<file path="src/rtl/bcp_pkg.sv">
// Shared types and encodings for the clause-side BCP responder.
// Result, free-literal-count and variable-value codes match the lit1 cell chain.
package bcp_pkg;

    typedef enum logic [2:0] {
        ST_IDLE,
        ST_SETTLE,
        ST_DECIDE,
        ST_IMPLY,
        ST_CONFL,
        ST_DONE
    } bcp_state_t;

    localparam logic [1:0] RES_UNDEF = 2'd0;
    localparam logic [1:0] RES_SAT   = 2'd1;
    localparam logic [1:0] RES_UNIT  = 2'd2;
    localparam logic [1:0] RES_CONFL = 2'd3;

    // Chain-end free-literal count; 2 never occurs on a healthy chain.
    localparam logic [1:0] FLC_NONE    = 2'd0;
    localparam logic [1:0] FLC_ONE     = 2'd1;
    localparam logic [1:0] FLC_ILLEGAL = 2'd2;
    localparam logic [1:0] FLC_MANY    = 2'd3;

    localparam logic [1:0] VAR_FREE     = 2'd0;
    localparam logic [1:0] VAR_FALSE    = 2'd1;
    localparam logic [1:0] VAR_TRUE     = 2'd2;
    localparam logic [1:0] VAR_CONFLICT = 2'd3;

endpackage

</file>
<file path="src/rtl/bcp_down_counter.sv">
// Loadable down counter with a zero flag; holds at zero rather than wrapping.
module bcp_down_counter #(
    parameter int W = 4
) (
    input  logic         clk,
    input  logic         rst,
    input  logic         load,
    input  logic         en,
    input  logic [W-1:0] load_val,
    output logic         zero
);

    logic [W-1:0] count;

    always_ff @(posedge clk) begin
        if (rst)
            count <= '0;
        else if (load)
            count <= load_val;
        else if (en && (count != '0))
            count <= count - 1'b1;
    end

    assign zero = (count == '0);

endmodule

</file>
<file path="src/rtl/clause_bcp_ctrl.sv">
// Clause responder at the tail of a lit1 chain: settles, classifies the clause,
// drives implication/conflict back into the chain and handshakes with the BCP controller.
module clause_bcp_ctrl
    import bcp_pkg::*;
#(
    parameter int SETTLE_CYCLES = 2,
    parameter int ACK_TIMEOUT   = 8,
    parameter int CNT_W         = 16
) (
    input  logic             clk,
    input  logic             rst,
    input  logic             start_i,
    input  logic             abort_i,
    input  logic [1:0]       freelitcnt_i,
    input  logic             clausesat_i,
    input  logic             imp_ack_i,
    output logic             imp_drv_o,
    output logic             conflict_c_drv_o,
    output logic             busy_o,
    output logic             done_o,
    output logic [1:0]       result_o,
    output logic             err_o,
    output logic [CNT_W-1:0] imp_cnt_o
);

    localparam int SET_W = (SETTLE_CYCLES > 1) ? $clog2(SETTLE_CYCLES) : 1;
    localparam int ACK_W = (ACK_TIMEOUT > 1) ? $clog2(ACK_TIMEOUT) : 1;
    localparam logic [SET_W-1:0] SET_LOAD = SET_W'(SETTLE_CYCLES - 1);
    localparam logic [ACK_W-1:0] ACK_LOAD = ACK_W'(ACK_TIMEOUT - 1);

    bcp_state_t       state, state_next;
    logic [1:0]       result_next;
    logic             err_next;
    logic             cnt_inc;
    logic [CNT_W-1:0] imp_cnt_next;
    logic             settle_zero, ack_zero;
    logic             imp_drv_d, conflict_d, busy_d, done_d;

    bcp_down_counter #(.W(SET_W)) u_settle_cnt (
        .clk      (clk),
        .rst      (rst),
        .load     ((state == ST_IDLE) && start_i),
        .en       (state == ST_SETTLE),
        .load_val (SET_LOAD),
        .zero     (settle_zero)
    );

    bcp_down_counter #(.W(ACK_W)) u_ack_cnt (
        .clk      (clk),
        .rst      (rst),
        .load     (state == ST_DECIDE),
        .en       (state == ST_IMPLY),
        .load_val (ACK_LOAD),
        .zero     (ack_zero)
    );

    // Outputs are registered alongside the state so they are glitch-free Moore outputs.
    always_ff @(posedge clk) begin
        if (rst) begin
            state            <= ST_IDLE;
            imp_drv_o        <= 1'b0;
            conflict_c_drv_o <= 1'b0;
            busy_o           <= 1'b0;
            done_o           <= 1'b0;
            result_o         <= RES_UNDEF;
            err_o            <= 1'b0;
            imp_cnt_o        <= '0;
        end else begin
            state            <= state_next;
            imp_drv_o        <= imp_drv_d;
            conflict_c_drv_o <= conflict_d;
            busy_o           <= busy_d;
            done_o           <= done_d;
            result_o         <= result_next;
            err_o            <= err_next;
            imp_cnt_o        <= imp_cnt_next;
        end
    end

    always_comb begin
        state_next  = state;
        result_next = result_o;
        err_next    = err_o;
        cnt_inc     = 1'b0;
        if (abort_i) begin
            state_next  = ST_IDLE;
            result_next = RES_UNDEF;
        end else begin
            unique case (state)
                ST_IDLE: begin
                    if (start_i) begin
                        state_next  = ST_SETTLE;
                        result_next = RES_UNDEF;
                    end
                end
                ST_SETTLE: begin
                    if (settle_zero)
                        state_next = ST_DECIDE;
                end
                ST_DECIDE: begin
                    // A satisfied clause outranks whatever the free count says.
                    if (clausesat_i) begin
                        state_next  = ST_DONE;
                        result_next = RES_SAT;
                    end else begin
                        case (freelitcnt_i)
                            FLC_NONE: begin
                                state_next  = ST_CONFL;
                                result_next = RES_CONFL;
                            end
                            FLC_ONE:  state_next = ST_IMPLY;
                            FLC_MANY: begin
                                state_next  = ST_DONE;
                                result_next = RES_UNDEF;
                            end
                            default: begin
                                state_next  = ST_DONE;
                                result_next = RES_UNDEF;
                                err_next    = 1'b1;
                            end
                        endcase
                    end
                end
                ST_IMPLY: begin
                    // Ack is checked before the timeout so a last-cycle ack still counts.
                    if (imp_ack_i) begin
                        state_next  = ST_DONE;
                        result_next = RES_UNIT;
                        cnt_inc     = 1'b1;
                    end else if (ack_zero) begin
                        state_next  = ST_DONE;
                        result_next = RES_UNDEF;
                        err_next    = 1'b1;
                    end
                end
                ST_CONFL: state_next = ST_DONE;
                ST_DONE:  state_next = ST_IDLE;
                default:  state_next = ST_IDLE;
            endcase
        end
    end

    always_comb begin
        imp_drv_d    = (state_next == ST_IMPLY);
        conflict_d   = (state_next == ST_CONFL);
        busy_d       = (state_next != ST_IDLE);
        done_d       = (state_next == ST_DONE);
        imp_cnt_next = imp_cnt_o;
        if (cnt_inc && (imp_cnt_o != '1))
            imp_cnt_next = imp_cnt_o + 1'b1;
    end

endmodule

</file>
<file path="config.mk">
export PLATFORM = sky130hd
export DESIGN_NAME = clause_bcp_ctrl
export DESIGN_NICKNAME = d
export VERILOG_FILES = /design/src/rtl/bcp_pkg.sv /design/src/rtl/bcp_down_counter.sv /design/src/rtl/clause_bcp_ctrl.sv
export SDC_FILE = /design/constraint.sdc
export NUM_CORES = 1
export LEC_CHECK = 0
export CAP_MARGIN = 5
export CORE_MARGIN = 4
export CORE_UTILIZATION = 50
export DETAILED_ROUTE_END_ITERATION = 12
export PLACE_DENSITY_LB_ADDON = 0.12
export REMOVE_ABC_BUFFERS = 1
export SYNTH_ARGS = -nofsm -noshare
export SYNTH_HDL_FRONTEND = slang
export SYNTH_SLANG_ARGS = --single-unit
</file>
<file path="constraint.sdc">
create_clock -name clk -period 2.1 [get_ports clk]
set_input_delay 0.315 -clock clk [delete_from_list [all_inputs] [get_ports clk]]
set_output_delay 0.315 -clock clk [all_outputs]
set_load 0.01 [all_outputs]
</file>
==> metrics.yaml, run 1 <==
worst_setup_path:
  crit_chain: "ha_1 -> nand2_1 -> or4_4 -> or4_1 -> a21oi_1"
  arrival_ns: 2.23
  critical_path.slowest_cell: "or4_1"
  path_buf_inv: 0
  reg2reg_from: "imp_cnt_o[0]$_SDFFE_PP0P_"
  path_delay_family: "simple AND/OR/NAND/NOR gates"
  worst_setup_path_end_kind: "flip-flop"
  crit_start: "imp_cnt_o[0]$_SDFFE_PP0P_"
  cp.required_ns: 2.36
  critical_path.max_stage_delay_ns: 0.52
  worstSetupPathType: "flip-flop to flip-flop"
  r2r_setup_slack_ns: 0.14
  crit_path_max_fanout: 7
  worst_setup_path_start_kind: "flip-flop"
synth:
  ys_types: 42
  synth_common_cells: "dfxtp_1 (30), nor2_1 (24), a21oi_1 (13), nor3_1 (11)"
  synth-seq-area-share: 0.398
  yosys_most_used_dff: "dfxtp_1"
  synth.avg_cell_area_um2: 8.30
  ys_ff_latch: 30
  synth.most_common_cell: "dfxtp_1"
  yosysWarnings: 0
  yosysTopAreaCell: "dfxtp_1"
  synth_area_leaders: "dfxtp_1 (40%), nor2_1 (6.0%), a21oi_1 (4.3%)"
  synthCells: 182
  synth-async-reset-ratio: 0
  synth_top_area_frac: 0.398
  syn_area_um2: 1510
  synth_edf_count: 0
power:
  power_density_nw_per_um2: 511
  ir_drop_uv: 500
  report.power.total_w: 0.00102
  p_leak_nw: 0.695
floorplan:
  ios: 31
  die_width_um: 63.0
  coreArea_um2: 2830
  die_height_um: 63.0
  initial_core_util: 0.534
  die-area_um2: 3960
  rows: 19
sta:
  slew_headroom: 0.676
  skew_ns: 0.00650
  whs_ns: 0.486
  worstMarginPinSlew_ns: 0.483
  finalHoldViolations: 0
  rsz0062_at_grt: "false"
  fmax_ghz: 0.509
  tns_ns: 0
  min_period_ns: 1.96
  maxSlewViolCount: 0
  period_share: 0.935
  final-setup-viol-count: 0
global_routing:
  grt_pass1_vias: 1525
  grt_pass1_wl_um: 6350
  grt_max_degree: 16
  grt_overflow: 0
  antenna_found_initial: 0
  grt_util_all_layers: 0.196
drt:
  ant_nets: 0
  dr.pass1.iters: 4
  drc: 0
  drt_iter0_markers: 132
  wl_um: 3590
  routedWlPerCell_um: 13.8
  viasPerCell: 6.08
  via_count: 1582
clocking:
  cts.path.max_buffers: 2
  cts_tree: "yes"
  cts-buffers-inserted: 5
  cts_resized: 0
  post_cts_buffers: 0
  ctsHtreeMaxLevel: 2
  hold_buffers: 0
  root_buffer: "clkbuf_4"
  clock_latency_ns: 0.33
  clkTransAtPathRegs_ns: 0.09
  cts_sinks: 30
finish:
  fin_util: 0.704
  drive_gt1_frac: 0.118
  nets: 239
  insertedDiodeCount: 0
  area_delta_synth_final_pct: 31.9
  final_cells: 260
placement:
  place_inst: 252
  place_congestion: 0.876
  port_buffers: 30
  hpwl_um: 2770
run_status:
  outcome: "finished clean"
min_path:
  hp-start: "result_o[0]$_SDFFE_PP0P_"
  min_path_type: "flip-flop to flip-flop"
job:
  maxCapViolCount: 0
[placed cells by master, fill, tap and decap left out, drive strengths merged, types with 3 or more instances in the layout]
cell type	instances
buf	15
nor2b	7
mux2	4
clkbuf	7
nor3	11
nor4b	3
o21a	3
clkdlybuf4s50	30
or3	3
inv	10
dfxtp	30
nor2	24
or4	6
nor4	6
a311oi	3
a21oi	13
nand4	3
ha	3
o31ai	6
o21ai	4
nand2	10
nand3	3
[metrics by stage]
stage	worst slack (ns)	cell area, um^2
2_1_floorplan	0.129	1480
3_3_place_gp	-0.113	1930
3_5_place_dp	-0.150	1930
4_1_cts	0.160	1990
5_1_grt	0.0401	1990
6_report	0.136	1990
[cells by family after synthesis]
kind of cell	Yosys count	share of synthesized area
buffers and inverters	16	0.0447
AO/OA/AOI/OAI	45	0.204
adder cells (fa/ha/maj)	3	0.0249
AND/OR/NAND/NOR	83	0.292
multiplexers	5	0.0365
flip-flops	30	0.398
[registers in the layout, summed over array words and instances, names as in the netlist]
register / cells
imp_cnt_o: 16
state: 3
u_ack_cnt.count: 3
result_o: 2
busy_o: 1
conflict_c_drv_o: 1
done_o: 1
err_o: 1
imp_drv_o: 1
u_settle_cnt.count: 1
[metal layers]
| metal | wire (um) | part of all wire | up-vias | track usage |
|---|---|---|---|---|
| li1 | - | - | 772 | - |
| met1 | 1530 | 0.42 | 731 | 0.216 |
| met2 | 1770 | 0.49 | 72 | 0.333 |
| met3 | 254 | 0.071 | 7 | 0.0647 |
| met4 | 37 | 0.010 | 0 | 0.0992 |
| met5 | 0 | 0 | - | 0 |
[final cells by class]
class                           count  area (um^2)
Multi-Input combinational cell    136          842
Sequential cell                    30          601
Clock inverter                      1         5.00
Fill cell                         232          837
Inverter                           10         37.5
Tap cell                           31         38.8
Clock buffer                        7         55.1
Timing Repair Buffer               45          413
[path summary, 6_finish.rpt]
| kind | cells after the start | endpoint |
|---|---|---|
| setup / recovery | 5 | imp_cnt_o[8]$_SDFFE_PP0P_ |
| hold / removal | 1 | result_o[0]$_SDFFE_PP0P_ |
| setup reg to reg | 5 | imp_cnt_o[8]$_SDFFE_PP0P_ |
| hold reg to reg | 1 | result_o[0]$_SDFFE_PP0P_ |
[where the power goes]
group	total [W]	internal [W]	switching, W
clock	0.000357	0.000162	0.000195
combinational	0.0000835	0.0000396	0.0000439
sequential	0.000578	0.000575	0.00000336
Power figures use the tool's default switching activity.
==> inputs of run 2 (changes only) <==
--- a/config.mk
+++ b/config.mk
@@ -6,6 +6,7 @@
 export NUM_CORES = 1
 export LEC_CHECK = 0
 export CAP_MARGIN = 5
+export CORE_ASPECT_RATIO = 0.9
 export CORE_MARGIN = 4
 export CORE_UTILIZATION = 50
 export DETAILED_ROUTE_END_ITERATION = 12
==> metrics.yaml, run 2 (synthesis results as in run 1) <==
sta:
  rsz0062_at_grt: "false"
  worstMarginPinSlew_ns: 0.497  # +0.0142 ns
  period_share: 0.938  # +0.00319
  maxSlewViolCount: 0  # unchanged
  fmax_ghz: 0.507  # -0.34%
  skew_ns: 0.00828  # +0.00178 ns
  finalHoldViolations: 0  # unchanged
  slew_headroom: 0.666  # -0.00954
  fin_ws_ns: 0.129  # -0.00670 ns
  final-setup-viol-count: 0  # unchanged
  min_period_ns: 1.97  # +0.00670 ns
job:
  maxCapViolCount: 0  # unchanged
global_routing:
  antenna_found_initial: 0  # unchanged
  grt_max_degree: 22  # +6
  grt_overflow: 0  # unchanged
  grt_pass1_vias: 1437  # -5.8%
  grt_util_all_layers: 0.216  # +0.0202
  grt_pass1_wl_um: 6530  # +2.8%
drt:
  wl_um: 3820  # +6.4%
  via_count: 1552  # -1.9%
  drt_iter0_markers: 124  # -6.1%
  routedWlPerCell_um: 14.3  # +3.6%
  ant_nets: 0  # unchanged
  viasPerCell: 5.81  # -4.5%
  drc: 0  # unchanged
  dr.pass1.iters: 4  # unchanged
run_status:
  outcome: "finished clean"
finish:
  top_regs: "imp_cnt_o x16, state x3, u_ack_cnt.count x3"
  largest_reg_flops: 16  # unchanged
  regMostFlops: "imp_cnt_o"
  fin_util: 0.708  # +0.00389
  final_cell_mix: "dfxtp_1 (30), clkdlybuf4s50_1 (30), nor2_1 (24), a21oi_1 (13), buf_4 (13)"
  nets: 237  # -0.84%
  layout.area.seq_um2: 601  # unchanged
  area_delta_synth_final_pct: 32.0  # about the same
  drive_gt1_frac: 0.115  # -0.00337
  final_cell_area_um2: 1990  # about the same
  multi_input_area_um2: 847  # +0.59%
  n_fill_cell: 231  # -0.43%
  insertedDiodeCount: 0  # unchanged
placement:
  place_area_um2: 1930  # -0.19%
  hpwl_um: 2780  # +0.66%
  dp_slack_ns: -0.154  # -0.00364 ns
  port_buffers: 30  # unchanged
  place_congestion: 0.869  # -0.81%
clocking:
  post_cts_buffers: 0  # unchanged
  cts_tree: "yes"
  cts_resized: 0  # unchanged
  ctsHtreeMaxLevel: 2  # unchanged
  clkTransAtPathRegs_ns: 0.10  # about the same
  cts-buffers-inserted: 5  # unchanged
  clock_latency_ns: 0.33  # about the same
  cts_sinks: 30  # unchanged
  cts.path.max_buffers: 2  # unchanged
  hold_buffers: 0  # unchanged
  root_buffer: "clkbuf_4"
power:
  power.switching_w: 0.000241  # -0.45%
  intPower_w: 0.000774  # -0.26%
  power_density_nw_per_um2: 509  # -0.37%
  p_leak_nw: 0.686  # -1.3%
  p_seq_frac: 0.570  # +0.003
  ir_drop_uv: 394  # -21%
  switching_share: 0.237  # -0.000351
  clockPowerShare: 0.351  # about the same
  comb_power_share: 0.079  # -0.003
worst_setup_path:
  worst_setup_path_start_kind: "flip-flop"
  crit_path_max_fanout: 8  # +1
  cp.required_ns: 2.37  # about the same
  worst_setup_path_end_kind: "flip-flop"
  worstSetupPathType: "flip-flop to flip-flop"
  arrival_ns: 2.24  # about the same
floorplan:
  die-area_um2: 3960  # about the same
  die_height_um: 60.1  # -4.5%
  rows: 18  # -1
  coreArea_um2: 2820  # -0.49%
  initial_core_util: 0.536  # +0.00261
  die_width_um: 65.9  # +4.7%
  ios: 31  # unchanged
min_path:
  min_path_type: "flip-flop to flip-flop"
==> run 2: changes by cell type in the layout (fill, tap and decap cells not counted), sizes merged <==
cell / change
buf: -2
==> run 2: layer usage <==
metal | part of all wire | global-route usage | vias to the layer above
li1 | - | - | 765
met1 | 0.47 | 0.286 | 748
met2 | 0.47 | 0.333 | 37
met3 | 0.051 | 0.0639 | 2
met4 | 0.0050 | 0.0841 | 0
met5 | 0 | 0 | -
==> run 2: path summary, 6_finish.rpt <==
kind	start	end	slack (ns)	cells past startpoint
worst max-delay path	imp_cnt_o[0]$_SDFFE_PP0P_	imp_cnt_o[8]$_SDFFE_PP0P_	0.13	5
worst max register to register	imp_cnt_o[0]$_SDFFE_PP0P_	imp_cnt_o[8]$_SDFFE_PP0P_	0.13	5
worst min-delay path	result_o[0]$_SDFFE_PP0P_	result_o[0]$_SDFFE_PP0P_	0.49	1
worst min register to register	result_o[0]$_SDFFE_PP0P_	result_o[0]$_SDFFE_PP0P_	0.49	1
==> run 2: area by class of cell <==
cell class	instances	share of cell area
inverters	10	0.0188
multi-input cells	136	0.425
clock inverters	1	0.00251
well taps	40	0.0251
flip-flops and latches	30	0.301
repair buffers	43	0.200
clock buffers	7	0.0276
==> run 2: worst max-delay path: stages, from the launching register on <==
cell and delay [ns]:
dfxtp_1 0.41, ha_1 0.22, nand2_1 0.11, or4_4 0.49, or4_1 0.54, a21oi_1 0.15
==> run 2: power groups by stage <==
stage | logic, W | clock network (W) | registers (W)
2_1_floorplan | 0.0000315 | 0 | 0.000594
3_5_place_dp | 0.0000798 | 0 | 0.000592
4_1_cts | 0.0000803 | 0.000364 | 0.000578
3_3_place_gp | 0.0000777 | 0 | 0.000591
5_1_grt | 0.0000891 | 0.000393 | 0.000579
6_report | 0.0000807 | 0.000356 | 0.000579
==> run 2: metrics by stage <==
step	setup TNS [ns]	power (W)	std cells	hold slack [ns]
detailed placement	-0.839	0.000672	259	0.462
CTS	0	0.00102	267	0.492
global route	0	0.00106	267	0.519
finish	0	0.00102	267	0.491
floorplan	0	0.000626	176	0.384
global placement	-0.754	0.000669	259	0.450
==> inputs of run 3 (changes only) <==
--- a/config.mk
+++ b/config.mk
@@ -9,9 +9,9 @@
 export CORE_ASPECT_RATIO = 0.9
 export CORE_MARGIN = 4
 export CORE_UTILIZATION = 50
+export CTS_CLUSTER_SIZE = 40
 export DETAILED_ROUTE_END_ITERATION = 12
 export PLACE_DENSITY_LB_ADDON = 0.12
-export REMOVE_ABC_BUFFERS = 1
 export SYNTH_ARGS = -nofsm -noshare
 export SYNTH_HDL_FRONTEND = slang
 export SYNTH_SLANG_ARGS = --single-unit
==> metrics.yaml, run 3 (synthesis results as in run 1) <==
floorplan:
  die_width_um: 65.9  # unchanged
  die-area_um2: 3960  # unchanged
  rows: 18  # unchanged
  die_height_um: 60.1  # unchanged
  coreArea_um2: 2820  # unchanged
  initial_core_util: 0.536  # unchanged
  ios: 31  # unchanged
worst_setup_path:
  path_delay_family: "simple AND/OR/NAND/NOR gates"
  critical_path.max_stage_delay_ns: 0.52  # -0.02 ns
  path_buf_inv: 0  # unchanged
  critical_path.slowest_cell: "or3_1"
  worst_setup_path_start_kind: "flip-flop"
  crit_path_max_fanout: 7  # -1
  cp.required_ns: 2.32  # -0.05 ns
  worst_setup_path_end_kind: "flip-flop"
  crit_chain: "nand2b_1 -> or3_1 -> nor4_1 -> mux2_2"
  arrival_ns: 2.18  # -0.06 ns
  worstSetupPathType: "flip-flop to flip-flop"
finish:
  regMostFlops: "imp_cnt_o"
  area_delta_synth_final_pct: 31.6
  fin_util: 0.706  # -0.00178
  drive_gt1_frac: 0.110  # -0.00441
  final_cell_mix: "dfxtp_1 (30), clkdlybuf4s50_1 (30), nor2_1 (24), a21oi_1 (13), buf_4 (13)"
  largest_reg_flops: 16  # unchanged
  final_cells: 267  # unchanged
  final_cell_area_um2: 1990  # -0.25%
  insertedDiodeCount: 0  # unchanged
  top_regs: "imp_cnt_o x16, state x3, u_ack_cnt.count x3"
  nets: 237  # unchanged
clocking:
  cts_sinks: 30  # unchanged
  cts_tree: "yes"
  cts_resized: 0  # unchanged
  clkTransAtPathRegs_ns: 0.09  # about the same
  root_buffer: "clkbuf_4"
  hold_buffers: 0  # unchanged
  post_cts_buffers: 0  # unchanged
  clock_latency_ns: 0.32  # about the same
  cts-buffers-inserted: 5  # unchanged
  ctsHtreeMaxLevel: 2  # unchanged
  cts.path.max_buffers: 2  # unchanged
job:
  maxCapViolCount: 0  # unchanged
placement:
  place_area_um2: 1930  # unchanged
  port_buffers: 30  # unchanged
  hpwl_um: 2760  # -0.72%
  place_congestion: 0.869  # about the same
  place_inst: 259  # unchanged
sta:
  skew_ns: 0.00738  # -0.000901 ns
  maxSlewViolCount: 0  # unchanged
  fmax_ghz: 0.508  # about the same
  final-setup-viol-count: 0  # unchanged
  period_share: 0.938  # about the same
  slew_headroom: 0.638  # -0.0282
  min_period_ns: 1.97  # -0.00177 ns
  rsz0062_at_grt: "false"
  finalHoldViolations: 0  # unchanged
  worstMarginPinSlew_ns: 0.536  # +0.0394 ns
  whs_ns: 0.468  # -0.0229 ns
drt:
  drt_iter0_markers: 119  # -4.0%
  ant_nets: 0  # unchanged
  dr.pass1.iters: 4  # unchanged
  wl_um: 3600  # -5.6%
  via_count: 1530  # -1.4%
  viasPerCell: 5.73  # -1.4%
  routedWlPerCell_um: 13.5  # -5.6%
  drc: 0  # unchanged
power:
  power_density_nw_per_um2: 510  # about the same
  ir_drop_uv: 529  # +34%
  report.power.total_w: 0.00101  # -0.18%
  p_leak_nw: 0.684  # -0.17%
global_routing:
  grt_max_degree: 22  # unchanged
  antenna_found_initial: 0  # unchanged
  grt_pass1_vias: 1426  # -0.77%
  grt_util_all_layers: 0.206  # -0.0105
  grt_overflow: 0  # unchanged
  grt_pass1_wl_um: 6360  # -2.6%
min_path:
  min_path_type: "flip-flop to flip-flop"
synth:
  synth_nets: 193
run_status:
  outcome: "finished clean"
-- run 3: cell types whose count changed in the layout (fill, tap and decap cells not counted) --
cell / delta
or3_4: -1
or3_1: +1
-- run 3: worst paths after layout --
check,from,end,slack [ns],cells past startpoint
setup / recovery,state[1]$_SDFF_PP0_,imp_cnt_o[11]$_SDFFE_PP0P_,0.13,4
hold / removal,result_o[0]$_SDFFE_PP0P_,result_o[0]$_SDFFE_PP0P_,0.47,1
setup reg to reg,state[1]$_SDFF_PP0_,imp_cnt_o[11]$_SDFFE_PP0P_,0.13,4
hold reg to reg,result_o[0]$_SDFFE_PP0P_,result_o[0]$_SDFFE_PP0P_,0.47,1
-- run 3: area by class of cell --
cell class / instances / area, um^2
Clock buffer: 7 / 55.1
Tap cell: 40 / 50.0
Fill cell: 240 / 827
Timing Repair Buffer: 43 / 398
Multi-Input combinational cell: 136 / 842
Inverter: 10 / 37.5
Clock inverter: 1 / 5.00
Sequential cell: 30 / 601
-- run 3: layer usage --
layer	vias up	GRT usage	part of all wire
li1	769	-	-
met1	725	0.263	0.48
met2	31	0.343	0.47
met3	5	0.0489	0.044
met4	0	0.0667	0.0094
met5	-	0	0
-- run 3: worst register-to-register path: stages, from the launching register on --
cell      delay [ns]
dfxtp_1         0.45
nand2b_1        0.17
or3_1           0.52
nor4_1          0.36
mux2_2          0.37
-- run 3: stage by stage --
step           setup WS, ns  TNS, ns
4_1_cts               0.123        0
3_5_place_dp         -0.189    -1.14
5_1_grt             0.00959        0
6_report              0.131        0
2_1_floorplan         0.170        0
3_3_place_gp         -0.116   -0.695
-- run 3: power by group --
group | switching, W | internal [W]
clock network | 0.000192 | 0.000162
registers | 0.00000422 | 0.000575
logic | 0.0000431 | 0.0000375
total | 0.000239 | 0.000774
